### src/rtl/musa_pkg.sv
// Shared pipeline definitions: ALU flag and control bit positions and the
// execute-to-memory entry layout.
package musa_pkg;

    localparam int XLEN      = 32;
    localparam int REG_IDX_W = 5;

    localparam int FLAG_W     = 4;
    localparam int FLAG_OVF   = 3;
    localparam int FLAG_ABOVE = 2;
    localparam int FLAG_EQ    = 1;
    localparam int FLAG_ZERO  = 0;

    localparam int CTRL_W         = 3;
    localparam int CTRL_REG_WRITE = 2;
    localparam int CTRL_MEM_READ  = 1;
    localparam int CTRL_MEM_WRITE = 0;

    typedef struct packed {
        logic [XLEN-1:0]      result;
        logic [FLAG_W-1:0]    flags;
        logic [REG_IDX_W-1:0] rd;
        logic [XLEN-1:0]      pc;
        logic [CTRL_W-1:0]    ctrl;
    } ex_mem_entry_t;

    localparam int ENTRY_W = $bits(ex_mem_entry_t);

    function automatic logic [7:0] sat_inc8(input logic [7:0] value);
        return (value == 8'hFF) ? value : value + 8'd1;
    endfunction

endpackage

### src/rtl/skid_fifo2.sv
// Two-entry in-order FIFO with registered occupancy; outputs come only from
// flops, so there is no combinational path from push side to pop side.
module skid_fifo2 #(
    parameter int WIDTH = 8
) (
    input  logic             clock,
    input  logic             reset,
    input  logic             flush,
    input  logic             push_valid,
    output logic             push_ready,
    input  logic [WIDTH-1:0] push_data,
    output logic             pop_valid,
    input  logic             pop_ready,
    output logic [WIDTH-1:0] pop_data
);

    logic [WIDTH-1:0] mem_q [2];
    logic [WIDTH-1:0] mem_d [2];
    logic             wr_ptr_q, wr_ptr_d;
    logic             rd_ptr_q, rd_ptr_d;
    logic [1:0]       count_q, count_d;
    logic             push, pop;

    always_comb begin
        push_ready = (count_q != 2'd2) && !reset;
        pop_valid  = (count_q != 2'd0);
        pop_data   = pop_valid ? mem_q[rd_ptr_q] : '0;
        push       = push_valid && push_ready;
        pop        = pop_valid && pop_ready;

        // NOTE: every _d gets a default before any branch so no latch is inferred.
        mem_d    = mem_q;
        wr_ptr_d = wr_ptr_q;
        rd_ptr_d = rd_ptr_q;
        count_d  = count_q;

        if (flush) begin
            wr_ptr_d = 1'b0;
            rd_ptr_d = 1'b0;
            count_d  = 2'd0;
        end else begin
            if (push) begin
                mem_d[wr_ptr_q] = push_data;
                wr_ptr_d        = ~wr_ptr_q;
            end
            if (pop) begin
                rd_ptr_d = ~rd_ptr_q;
            end
            case ({push, pop})
                2'b10:   count_d = count_q + 2'd1;
                2'b01:   count_d = count_q - 2'd1;
                default: count_d = count_q;
            endcase
        end
    end

    // NOTE: storage is only two entries and must read as zero after reset, so it is reset too.
    always_ff @(posedge clock) begin
        if (reset) begin
            mem_q[0] <= '0;
            mem_q[1] <= '0;
            wr_ptr_q <= 1'b0;
            rd_ptr_q <= 1'b0;
            count_q  <= 2'd0;
        end else begin
            // NOTE: sequential state uses non-blocking assignments only.
            mem_q    <= mem_d;
            wr_ptr_q <= wr_ptr_d;
            rd_ptr_q <= rd_ptr_d;
            count_q  <= count_d;
        end
    end

endmodule

### src/rtl/ex_mem_buffer.sv
// Execute-to-memory pipeline buffer: 2-entry FIFO plus overflow-trap
// handling (bubble the trapping entry, pulse exception, count traps).
module ex_mem_buffer
    import musa_pkg::*;
#(
    parameter bit TRAP_EN = 1'b1
) (
    input  logic                 clock,
    input  logic                 reset,
    input  logic                 in_valid,
    output logic                 in_ready,
    input  logic [XLEN-1:0]      in_result,
    input  logic [FLAG_W-1:0]    in_flags,
    input  logic [REG_IDX_W-1:0] in_rd,
    input  logic [XLEN-1:0]      in_pc,
    input  logic [CTRL_W-1:0]    in_ctrl,
    input  logic                 in_trap_en,
    input  logic                 flush,
    output logic                 out_valid,
    input  logic                 out_ready,
    output logic [XLEN-1:0]      out_result,
    output logic [FLAG_W-1:0]    out_flags,
    output logic [REG_IDX_W-1:0] out_rd,
    output logic [XLEN-1:0]      out_pc,
    output logic [CTRL_W-1:0]    out_ctrl,
    output logic                 exc_valid,
    output logic [XLEN-1:0]      exc_pc,
    output logic [7:0]           trap_count
);

    ex_mem_entry_t   in_entry;
    ex_mem_entry_t   head;
    logic            accept;
    logic            trap;
    logic            exc_valid_q, exc_valid_d;
    logic [XLEN-1:0] exc_pc_q, exc_pc_d;
    logic [7:0]      trap_count_q, trap_count_d;

    skid_fifo2 #(.WIDTH(ENTRY_W)) u_fifo (
        .clock      (clock),
        .reset      (reset),
        .flush      (flush),
        .push_valid (in_valid),
        .push_ready (in_ready),
        .push_data  (in_entry),
        .pop_valid  (out_valid),
        .pop_ready  (out_ready),
        .pop_data   (head)
    );

    always_comb begin
        // A flushed push never lands, so it must not raise a trap either.
        accept = in_valid && in_ready && !flush;
        trap   = accept && in_flags[FLAG_OVF] && in_trap_en && TRAP_EN;

        in_entry.result = in_result;
        in_entry.flags  = in_flags;
        in_entry.rd     = in_rd;
        in_entry.pc     = in_pc;
        in_entry.ctrl   = trap ? '0 : in_ctrl;

        exc_valid_d  = trap;
        exc_pc_d     = trap ? in_pc : exc_pc_q;
        trap_count_d = trap ? sat_inc8(trap_count_q) : trap_count_q;
    end

    always_ff @(posedge clock) begin
        if (reset) begin
            exc_valid_q  <= 1'b0;
            exc_pc_q     <= '0;
            trap_count_q <= 8'd0;
        end else begin
            exc_valid_q  <= exc_valid_d;
            exc_pc_q     <= exc_pc_d;
            trap_count_q <= trap_count_d;
        end
    end

    assign out_result = head.result;
    assign out_flags  = head.flags;
    assign out_rd     = head.rd;
    assign out_pc     = head.pc;
    assign out_ctrl   = head.ctrl;
    assign exc_valid  = exc_valid_q;
    assign exc_pc     = exc_pc_q;
    assign trap_count = trap_count_q;

endmodule

### config.mk
export PLATFORM = sky130hd
export DESIGN_NAME = ex_mem_buffer
export DESIGN_NICKNAME = d
export VERILOG_FILES = /design/src/rtl/musa_pkg.sv /design/src/rtl/skid_fifo2.sv /design/src/rtl/ex_mem_buffer.sv
export SDC_FILE = /design/constraint.sdc
export NUM_CORES = 1
export LEC_CHECK = 0
export ABC_AREA = 0
export BUFFER_PORTS_ARGS = -buffer_cell sky130_fd_sc_hd__buf_4
export CORE_MARGIN = 5
export CORE_UTILIZATION = 55
export CTS_BUF_LIST = sky130_fd_sc_hd__clkbuf_16
export DETAILED_ROUTE_END_ITERATION = 8
export HOLD_SLACK_MARGIN = 0.06
export PLACE_DENSITY = 0.92
export REMOVE_ABC_BUFFERS = 1
export SYNTH_ARGS = -nofsm -noshare
export SYNTH_HDL_FRONTEND = slang
export SYNTH_HIERARCHICAL = 1
export SYNTH_SLANG_ARGS = --single-unit
### constraint.sdc
create_clock -name clock -period 2.14 [get_ports clock]
set_input_delay 0.428 -clock clock [delete_from_list [all_inputs] [get_ports clock]]
set_output_delay 0.428 -clock clock [all_outputs]
set_load 0.01 [all_outputs]
Word level (Yosys, flattened, before mapping). Cells that the tools add are included.

Bits in registers: 197. Input port bits: 82. Output and inout port bits: 119.

Add/sub/neg operators: 3. $lt $le $gt $ge: 3. Eq/ne operators: 4. Muxes and demuxes: 9. Bitwise operators: 6. Reduce and logical (&&, ||, !) cells: 14.

Operators with widths (number): 76-bit two-way mux (5); 152-bit bitwise mux (1); 76-bit demux with 1-bit select (1); 8-bit by 1-bit adder with 8-bit output, second input constant (1); 8-bit == test, second input constant (1); 1-bit logical AND (7); 2-bit >= comparator, second input constant (2); 1-bit inverter (4); 1-bit inverter with 2-bit output (2); 2-bit case mux with 2 select lines (1); 2-bit AND reduction (2); 2-bit nonzero test (2); 3-bit two-way mux (1); 2-bit by 1-bit adder with 2-bit output, second input constant (1); 2-bit by 1-bit == test with 1-bit output, second input constant (1); 2-bit == test, second input constant (1); 1-bit logical NOT (2); 2-bit by 1-bit less-than comparator with 1-bit output, second input constant (1); 2-bit inequality test, second input constant (1); 2-bit OR reduction (1); 2-bit by 1-bit subtractor with 2-bit output, second input constant (1).

Logic depth before layout (Yosys ltp). Gate-level depths: netlist (run 1).

Depth after elaboration: 8. Gate-level depth with buffers: 11.

Cells and area by module. Netlist (run 1), hierarchy kept.

By module, submodules not included: skid_fifo2 (times used 1, cells an instance 925, area an instance 7922.6 um^2); ex_mem_buffer (times used 1, cells an instance 196, area an instance 1597.8 um^2).

Worst setup path before layout (run 1). OpenSTA, ideal clock, no wires.

Kind: register to register. Start: register u_fifo.count_q[1]. End: register u_fifo/mem_q[76] (netlist bit). Setup time: 125 ps. Arrival time: 1921 ps. Path slack: 95 ps. Cell stages (with the launch flop): 12. Clock period less this slack: 2045 ps. Path through: dfxtp_1 > nor2b_2 > buf_6 > buf_4 > nor2_1 > and4b_1 > nand2_2 > buf_2 > buf_4 > and2_1 > nand4_1 > nand2_1.

RTL lines: start: declaration (line skid_fifo2.sv:21) `logic [1:0] count_q, count_d;`; start signal: assignment (line skid_fifo2.sv:70) `count_q <= count_d;`; end signal: assignment (line skid_fifo2.sv:67) `mem_q <= mem_d;`; end: declaration (line skid_fifo2.sv:17) `logic [WIDTH-1:0] mem_q [2];`.

Final worst setup path (run 1).
Start: register u_fifo.rd_ptr_q. End: output port out_result[6].

Word-level cells in the longest chain between the ends: 5.

RTL lines: start: declaration (line skid_fifo2.sv:20) `logic rd_ptr_q, rd_ptr_d;`; start signal: assignment (line skid_fifo2.sv:69) `rd_ptr_q <= rd_ptr_d;`; 1-bit inverter with 2-bit output (not written as such) (line skid_fifo2.sv:27) `pop_data = pop_valid ? mem_q[rd_ptr_q] : '0;`; 76-bit two-way mux (not written as such) (3 in series) (line skid_fifo2.sv:27); 76-bit two-way mux (line skid_fifo2.sv:27); end: declaration (line ex_mem_buffer.sv:21) `output logic [XLEN-1:0] out_result,`.

Every way passes these cells. The select of a mux whose other input is x is not followed.

==> results of run 1 <==
worst min-delay path by stage:
stage                      startpoint           endpoint  slack, ps  depth (start not counted)
finish                  in_result[13]  u_fifo/mem_q[133]        230                          3
global route                 in_rd[1]   u_fifo/mem_q[36]        220                          3
CTS                      in_result[3]  u_fifo/mem_q[123]        210                          3
floorplan           u_fifo/mem_q[100]  u_fifo/mem_q[100]        440                          2
detailed placement         exc_pc[24]         exc_pc[24]        450                          2
global placement           exc_pc[27]         exc_pc[27]        440                          2
registers in the layout, summed over array words and instances (netlist names):
register	cells
u_fifo/count_q	2
u_fifo/mem_q	152
u_fifo/wr_ptr_q	1
trap_count	8
exc_pc	32
u_fifo/rd_ptr_q	1
exc_valid	1
metrics by stage:
step / setup slack, ps / area [um2] / cells / hold slack [ps] / utilization [%]
final: -16.84 / 11490 / 1467 / 228.8 / 67.11
after global routing: 11.49 / 11490 / 1467 / 220.4 / 67.11
after CTS: 27.98 / 11480 / 1467 / 214.3 / 67.08
after detailed placement: 290.5 / 10940 / 1436 / 448.5 / 63.90
after global placement: 360.7 / 10940 / 1436 / 444.6 / 63.90
after floorplan: -4402 / 8706 / 976 / 442.0 / -
per-layer routing:
metal,up-vias,share of wire [%]
met1,4448,40
met3,65,8.6
met2,516,49
met4,0,2.9
li1,4411,-
met5,-,0
power by group through the flow:
stage	clock network [mW]	logic [mW]	registers [mW]
after global routing	3.23	0.810	3.81
after detailed placement	0	0.738	3.89
after global placement	0	0.728	3.88
after CTS	3.09	0.741	3.81
final	3.05	0.753	3.81
after floorplan	0	0.331	3.89
placed cells by master (no fill, tap or decap), types with 2 or more instances in the layout:
cell         n
buf_4      223
nand2_1    221
dfxtp_1    196
nand4_1    153
o311ai_0    85
nor2_1      83
mux2i_1     78
o311ai_1    67
a21oi_1     37
clkbuf_16   17
buf_12      11
and2_1       5
inv_1        5
nor3_1       4
o21ai_0      4
clkinv_1     4
a211oi_1     3
nand2b_1     3
clkinv_2     3
inv_4        3
nor4_1       2
nand3_1      2
ha_1         2
bufinv_16    2
nor2_4       2
nor2b_4      2
or2_2        2
xor2_1       2
or3_1        2
layout make-up:
cell class / instances / area (um2) / share of cell area [%]
clock inverters: 14 / 120.1 / 1.046
clock buffers: 17 / 425.4 / 3.704
well taps: 225 / 281.5 / 2.451
multi-input cells: 774 / 4782 / 41.63
repair buffers: 235 / 1906 / 16.59
inverters: 5 / 23.77 / 0.2070
flip-flops and latches: 197 / 3948 / 34.37
worst max-delay path: stages (launching register included):
cell and delay [ps]:
dfxtp_4 380, buf_12 280, mux2i_1 360, nor2_1 70
buf_4 150
logic make-up (layout without fill, tap and decap cells):
group	count (synthesis)	count (layout)	share of synthesized area, %
multiplexers	79	79	8.319
AO/OA/AOI/OAI	200	200	16.74
XOR/XNOR	3	3	0.2760
flip-flops	197	197	41.42
adder cells (fa/ha/maj)	2	2	0.2628
AND/OR/NAND/NOR	490	490	24.22
buffers and inverters	150	271	8.753
==> flow_summary_export.csv, run 1 <==
group,metric,value,unit
synth,synth_cell_type_count,42,
timing,finalSetupViolCount,1,
synth,synthCells,1121,
synth,synth_enable_flop_cells,0,
synth,async_reset_ff_share,0,%
timing,finClkSkew,8.500,ps
global_route,grt_pass1_wl,44.16,mm
timing,setup_tns,-16.84,ps
synth,synth_common_cells,"nand2_1 (221), dfxtp_1 (197), nand4_1 (153)",
timing,hold_viol,0,
timing,final.period_utilization,100.8,%
hold_path,hold_class,"primary input to flop",
global_route,grt_pass1_vias,9039,
critical_path,start_kind,"flop",
synth,synth_top_cell_area_share,41.42,%
clock_tree,cts.repair.resized,0,
global_route,grt.busiest_layer,"met2",
power_and_ir_drop,p_leak,4.768,nW
critical_path,critPathRequiredTime,1710,ps
critical_path,arrival,1730,ps
detailed_routing,drc,0,
clock_tree,clk_pin_slew,70,ps
critical_path,regToRegStartpoint,"u_fifo/count_q[1]",
synth,ys_seq_area_share,41.42,%
clock_tree,clk_latency,420,ps
synth,yosys.area.top_type,"dfxtp_1",
synth,synth.most_common_cell,"nand2_1",
power_and_ir_drop,power_density,662.0,mW/mm2
detailed_routing,vias_per_cell,6.435,
timing,clock.fmax,0.4636,GHz
cells_and_area,fillers,1349,
critical_path,worstPathMaxFanout,44,
synth,ys.flop_type,"dfxtp_1",
timing,tightest_slew,742.2,ps
synth,ys_ff_latch,197,
synth,synth_area_leaders,"dfxtp_1 (41%), nand4_1 (10%), nand2_1 (8.7%), mux2i_1 (8.2%), o311ai_0 (7.8%)",
power_and_ir_drop,p_seq_share,50.1,%
power_and_ir_drop,cellInternalPower,5.728,mW
synth,synth_area_per_cell,8.493,um2
global_route,use_met1,33.06,%
global_route,grt_max_degree,155,
global_route,grtUsageMet3,5.123,%
clock_tree,cts.sinks,197,
floorplan,pin_count,201,
cells_and_area,area_growth,20.65,%
critical_path,r2r_slack,360,ps
global_route,grt_use_total,26.21,%
flow_run,drv_cap,0,
cells_and_area,antenna_cells_inserted,0,
floorplan,die_h,141.6,um
power_and_ir_drop,vdd_drop_max,532.5,uV
floorplan,core-area,0.01712,mm2
clock_tree,h-tree-depth,4,
critical_path,rr_endpoint,"u_fifo/mem_q[1]",
placement,io_buffer_count,200,
timing,rsz0062_at_grt,"no",
critical_path,ff2ff_path_depth,8,
cells_and_area,drive_above_1_share,22.14,%
global_route,overflow,0,
clock_tree,cts_hold_buf,0,
clock_tree,root_buffer,"clkbuf_16",
clock_tree,cts_setup_buffers,0,
power_and_ir_drop,power.share.switching,24.68,%
detailed_routing,drtPass1Iterations,5,
timing,timing.final.ws_setup,-16.84,ps
power_and_ir_drop,p_sw,1.876,mW
synth,yosysWarnings,6,
synth,synth.cell_area,0.009520,mm2
power_and_ir_drop,combPwrFrac,9.9,%
floorplan,rows,48,
critical_path,critPathCaptureType,"output port",
placement,dpl.hpwl,16.60,mm
detailed_routing,drtIter0Drc,992,
cells_and_area,num-nets-final,1314,
clock_tree,clockBufferDepth,2,
outcome,violations,"setup timing",
clock_tree,cts_buffers,17,
placement,gp_congestion,0.7947,
global_route,grtUsageMet2,43.61,%
critical_path,critical_path_class,"flop to output port",
floorplan,start_util,55.62,%
detailed_routing,num_vias,9440,
global_route,antenna_found_initial,0,
timing,drv_slew,0,
critical_path,cp-endpoint,"out_result[6]",
power_and_ir_drop,total_power,7.604,mW
floorplan,dieArea,0.02004,mm2
timing,min_period,2157,ps
floorplan,die_w,141.6,um
timing,slew_headroom,50.52,%
detailed_routing,wl_per_cell,18.63,um
detailed_routing,ant_nets,0,
power_and_ir_drop,power_frac_clock,40.0,%
detailed_routing,routed_wl,27.33,mm
critical_path,setup.worst_path.start,"u_fifo/rd_ptr_q",
clock_tree,cts_tree,"built",
outcome,status,"complete, but fails checks",
(Power assumes the default switching activity.)
==> run 2, diff against run 1 <==
- BUFFER_PORTS_ARGS: -buffer_cell sky130_fd_sc_hd__buf_4 -> unset
- CORE_UTILIZATION: 55 -> 64
- DONT_BUFFER_PORTS: unset -> 1
- SLEW_MARGIN: unset -> 5
==> run 2 against run 1 <==
The flow now finishes without violations; wire length shrank 2.0%; core utilization rose by 1.2 points; clock power grew 1%; combinational power down 26%; worst setup slack improved by 100 ps; register-to-register slack worse by 160 ps; largest power group unchanged; highest routed layer unchanged.
==> flow_summary_export.csv, run 2 (same netlist as run 1, synthesis figures left out) <==
group,metric,value,unit
timing,final.period_utilization,96.13,%
clock_tree,h-tree-depth,4,
cells_and_area,stdcell_count,1227,
clock_tree,cts.sinks,197,
global_route,grt_use_total,29.17,%
global_route,antenna_found_initial,0,
clock_tree,cts_tree,"built",
detailed_routing,drc,0,
power_and_ir_drop,vdd_drop_max,741.7,uV
placement,placed_cell_area,0.009316,mm2
detailed_routing,drtIter0Drc,1214,
clock_tree,clockBufferDepth,2,
hold_path,hold-path-cell-count,1,
floorplan,rows,44,
detailed_routing,ant_nets,0,
detailed_routing,num_vias,8757,
timing,timing.final.ws_setup,82.71,ps
power_and_ir_drop,combPwrFrac,7.5,%
global_route,grt_max_degree,155,
detailed_routing,vias_per_cell,7.137,
timing,hold_viol,0,
critical_path,r2r_slack,200,ps
floorplan,core-area,0.01459,mm2
placement,dp_slack,222.3,ps
detailed_routing,drtPass1Iterations,5,
floorplan,pin_count,201,
cells_and_area,final_common_cell,"nand2_1",
cells_and_area,area_growth,4.652,%
power_and_ir_drop,p_leak,3.733,nW
global_route,grt_pass1_vias,8270,
floorplan,start_util,65.26,%
placement,placedCellCount,1186,
power_and_ir_drop,p_seq_share,51.1,%
critical_path,start_kind,"flop",
cells_and_area,largest-register,"u_fifo/mem_q",
cells_and_area,largest_reg_flops,152,
floorplan,die_w,132.0,um
placement,gp_congestion,0.8388,
timing,rsz0062_at_grt,"no",
critical_path,critical_path_class,"flop to output port",
critical_path,setup.worst_path.start,"u_fifo/count_q[0]",
clock_tree,clk_latency,430,ps
clock_tree,root_buffer,"clkbuf_16",
timing,drv_slew,0,
critical_path,worstPathMaxFanout,40,
detailed_routing,wl_per_cell,21.82,um
power_and_ir_drop,p_sw,1.840,mW
floorplan,dieArea,0.01741,mm2
timing,finClkSkew,12.60,ps
critical_path,ff2ff_path_depth,8,
power_and_ir_drop,power.share.switching,24.65,%
critical_path,critPathRequiredTime,1710,ps
critical_path,regToRegStartpoint,"u_fifo/count_q[1]",
detailed_routing,routed_wl,26.77,mm
critical_path,arrival,1630,ps
critical_path,critPathCaptureType,"output port",
flow_run,drv_cap,0,
hold_path,hold_class,"primary input to flop",
cells_and_area,layout_common_cells,"nand2_1 (221), dfxtp_1 (196), nand4_1 (153)",
power_and_ir_drop,power_frac_clock,41.4,%
timing,fin_worst_hold_slack,94.89,ps
clock_tree,clk_pin_slew,70,ps
timing,slew_headroom,22.05,%
global_route,grt_pass1_wl,43.28,mm
timing,finalSetupViolCount,0,
placement,io_buffer_count,0,
timing,tightest_slew,1165,ps
floorplan,die_h,132.0,um
power_and_ir_drop,power_density,749.4,mW/mm2
cells_and_area,num-nets-final,1115,
cells_and_area,final_area,0.009963,mm2
cells_and_area,antenna_cells_inserted,0,
clock_tree,cts_buffers,17,
timing,clock.fmax,0.4861,GHz
global_route,overflow,0,
power_and_ir_drop,cellInternalPower,5.626,mW
outcome,status,"finished clean",
hold_path,worstHoldStart,"reset",
placement,dpl.hpwl,14.96,mm
cells_and_area,drive_above_1_share,7.287,%
timing,min_period,2057,ps
[run 2: changes by cell type in the layout (fill, tap and decap cells not counted)]
cell,before,now
inv_1,5,4
dlygate4sd3_1,0,4
clkinvlp_4,1,3
inv_6,0,2
buf_6,1,0
buf_4,223,21
inv_4,3,2
clkinv_2,3,4
clkinv_1,4,1
[run 2: area by class of cell]
type                       count  area [um2]
clock buffer                  17       425.4
clock inverter                14       136.4
fill                        1122        4626
inverter                       5       23.77
multi-input combinational    774        4782
sequential                   197        3948
tap                          184       230.2
timing repair buffer          36       417.9
[run 2: worst max-delay path, stage by stage (launching register included)]
cell and delay [ps]:
dfxtp_1 520, nor2_4 160, buf_12 220, nor2_1 310
[run 2: power by group through the flow]
stage | logic [mW] | clock network (mW) | registers [mW]
2_1_floorplan | 0.331 | 0 | 3.89
3_3_place_gp | 0.503 | 0 | 3.89
3_5_place_dp | 0.515 | 0 | 3.90
4_1_cts | 0.535 | 3.14 | 3.81
5_1_grt | 0.602 | 3.31 | 3.82
6_report | 0.557 | 3.09 | 3.82
[run 2: timing repair]
| item | in CTS | in global routing |
|---|---|---|
| pin swaps | 0 | 1 |
| hold buffers | 2 | 2 |
| endpoints found under the hold margin | 27 | 2 |
| endpoints found under the setup margin | 1 | 40 |
| buffers inserted | 3 | 3 |
| cloned | 0 | 0 |
| resized for setup | 0 | 0 |
[run 2: final timing paths]
kind / to
hold reg to reg: u_fifo/mem_q[87]
setup reg to reg: u_fifo/mem_q[1]
hold / removal: trap_count[4]
setup / recovery: out_pc[0]
[run 2: metrics by stage]
step / utilization (%) / total power, mW / setup TNS, ps
floorplan: - / 4.220 / -770640
global placement: 63.86 / 4.397 / 0
detailed placement: 63.86 / 4.415 / 0
CTS: 68.00 / 7.486 / 0
global route: 68.29 / 7.736 / 0
finish: 68.29 / 7.467 / 0
[run 2: per-layer routing]
layer	vias up	GRT usage (%)	wire (um)
met5	-	0	0
met4	0	10.86	509
met3	49	7.557	2688
met2	518	46.46	13090
met1	4177	38.21	10480
li1	4013	-	-
==> run 3, diff against run 2 <==
- SETUP_SLACK_MARGIN: unset -> 0.4
==> run 3 against run 2 <==
Worst setup slack better by 110 ps; first-iteration DRC count up 18%; final area up 9.8%; combinational power up 29%; register-to-register slack better by 160 ps.
==> flow_summary_export.csv, run 3 (same netlist as run 1, synthesis figures left out) <==
group,metric,value,unit
outcome,status,"finished clean",
global_route,grt_pass1_vias,8526,
clock_tree,root_buffer,"clkbuf_16",
cells_and_area,final_util,74.99,%
critical_path,critPathCaptureType,"output port",
detailed_routing,drtPass1Iterations,6,
power_and_ir_drop,combPwrFrac,9.4,%
global_route,overflow,0,
hold_path,worstHoldStart,"reset",
power_and_ir_drop,power_frac_clock,40.7,%
timing,tightest_slew,1203,ps
timing,finClkSkew,11.16,ps
timing,clock.fmax,0.5123,GHz
timing,timing.final.ws_setup,188.1,ps
timing,setup_tns,0,ps
detailed_routing,wl_per_cell,24.13,um
clock_tree,cts_buffers,17,
placement,gp_congestion,0.8388,
critical_path,critPathRequiredTime,1710,ps
power_and_ir_drop,power_density,700.8,mW/mm2
timing,slew_headroom,19.55,%
cells_and_area,layout_common_cells,"nand2_1 (221), dfxtp_1 (194), nand4_1 (153)",
floorplan,dieArea,0.01741,mm2
hold_path,hold-path-cell-count,1,
timing,finalSetupViolCount,0,
detailed_routing,vias_per_cell,7.421,
placement,dpl.hpwl,14.96,mm
clock_tree,cts.sinks,197,
timing,fin_worst_hold_slack,82.33,ps
detailed_routing,drtIter0Drc,1437,
timing,final.period_utilization,91.21,%
detailed_routing,drc,0,
cells_and_area,antenna_cells_inserted,0,
cells_and_area,num-nets-final,1142,
detailed_routing,num_vias,9306,
power_and_ir_drop,power.share.switching,25.35,%
clock_tree,cts_tree,"built",
placement,dp_slack,222.3,ps
floorplan,rows,44,
hold_path,hold_class,"primary input to flop",
critical_path,rr_endpoint,"u_fifo/count_q[1]",
detailed_routing,routed_wl,30.25,mm
power_and_ir_drop,vdd_drop_max,746.2,uV
timing,drv_slew,0,
floorplan,die_h,132.0,um
detailed_routing,ant_nets,0,
floorplan,core-area,0.01459,mm2
global_route,antenna_found_initial,1,
floorplan,pin_count,201,
cells_and_area,drive_above_1_share,20.09,%
power_and_ir_drop,p_sw,1.944,mW
placement,io_buffer_count,0,
floorplan,start_util,65.26,%
critical_path,crit_slowest_cell,"dfxtp_4",
timing,min_period,1952,ps
clock_tree,clk_latency,430,ps
critical_path,r2r_slack,360,ps
critical_path,critical_path_class,"flop to output port",
critical_path,arrival,1520,ps
power_and_ir_drop,p_leak,4.046,nW
critical_path,cpPeakStageDelay,450,ps
cells_and_area,largest_reg_flops,152,
power_and_ir_drop,cellInternalPower,5.724,mW
global_route,grt_pass1_wl,45.28,mm
power_and_ir_drop,p_seq_share,49.9,%
critical_path,ff2ff_path_depth,7,
timing,hold_viol,0,
cells_and_area,largest-register,"u_fifo/mem_q",
critical_path,cp-endpoint,"out_rd[3]",
floorplan,die_w,132.0,um
clock_tree,h-tree-depth,4,
global_route,grt_max_degree,155,
critical_path,regToRegStartpoint,"u_fifo/count_q[0]",
critical_path,worstPathMaxFanout,8,
flow_run,drv_cap,0,
cells_and_area,final_common_cell,"nand2_1",
timing,rsz0062_at_grt,"yes",
critical_path,setup.worst_path.start,"u_fifo/rd_ptr_q",
critical_path,start_kind,"flop",
clock_tree,clockBufferDepth,2,
critical_path,cp_cell_sequence,"buf_12 > buf_16 > mux2i_2 > nor2_2",
power_and_ir_drop,total_power,7.667,mW
clock_tree,clk_pin_slew,70,ps
cells_and_area,fillers,943,
cells_and_area,area_growth,14.92,%
global_route,grt_use_total,30.78,%
run 3: cell count changes in the layout (fill, tap and decap cells not counted), moves of 40 or more:
cell	before	now
nor2_1	83	26
nor2_2	0	54
mux2i_2	0	40
mux2i_1	78	32
run 3: cell type report:
cell class | count | area, um2 | share of cell area [%]
multi-input cells | 774 | 5224 | 47.75
flip-flops and latches | 197 | 3955 | 36.15
repair buffers | 63 | 940.9 | 8.600
clock buffers | 17 | 425.4 | 3.888
well taps | 184 | 230.2 | 2.104
clock inverters | 14 | 136.4 | 1.247
inverters | 5 | 28.78 | 0.2630
run 3: repair_timing:
| item | CTS | global route |
|---|---|---|
| setup buffers | 15 | 6 |
| hold endpoints to repair | 27 | 1 |
| resized for setup | 83 | 67 |
| pin swaps | 3 | 5 |
| cloned | 5 | 6 |
| endpoints found under the setup margin | 118 | 115 |
| hold buffers | 3 | 2 |
run 3: power by group through the flow:
stage	Clock, mW	Combinational (mW)	Sequential (mW)
after global routing	3.31	0.761	3.83
final	3.12	0.720	3.83
after CTS	3.14	0.627	3.81
after floorplan	0	0.331	3.89
after detailed placement	0	0.515	3.90
after global placement	0	0.503	3.89
run 3: how the worst min path moves through the flow:
stage	to	slack (ps)
6_report	exc_pc[28]	80
2_1_floorplan	u_fifo/mem_q[100]	440
5_1_grt	exc_pc[28]	60
4_1_cts	exc_pc[28]	60
3_5_place_dp	u_fifo/mem_q[107]	460
3_3_place_gp	u_fifo/mem_q[86]	450
run 3: routing by layer:
| metal | global-route usage [%] | share of wire (%) |
|---|---|---|
| met2 | 49.02 | 49 |
| met5 | 0 | 0.040 |
| met4 | 13.20 | 3.6 |
| met3 | 7.634 | 11 |
| met1 | 39.83 | 36 |
run 3: per-stage QoR:
stage / area, um2 / cells
after floorplan: 8706 / 976
after global routing: 10940 / 1254
after global placement: 9316 / 1186
after CTS: 10450 / 1240
final: 10940 / 1254
after detailed placement: 9316 / 1186
run 3: worst max-delay path, delay by kind of cell, from the launching register on:
kind,cells,cell delay (ps)
flops,1,450
buf+inv,2,290
mux,1,270
simple gates,1,90
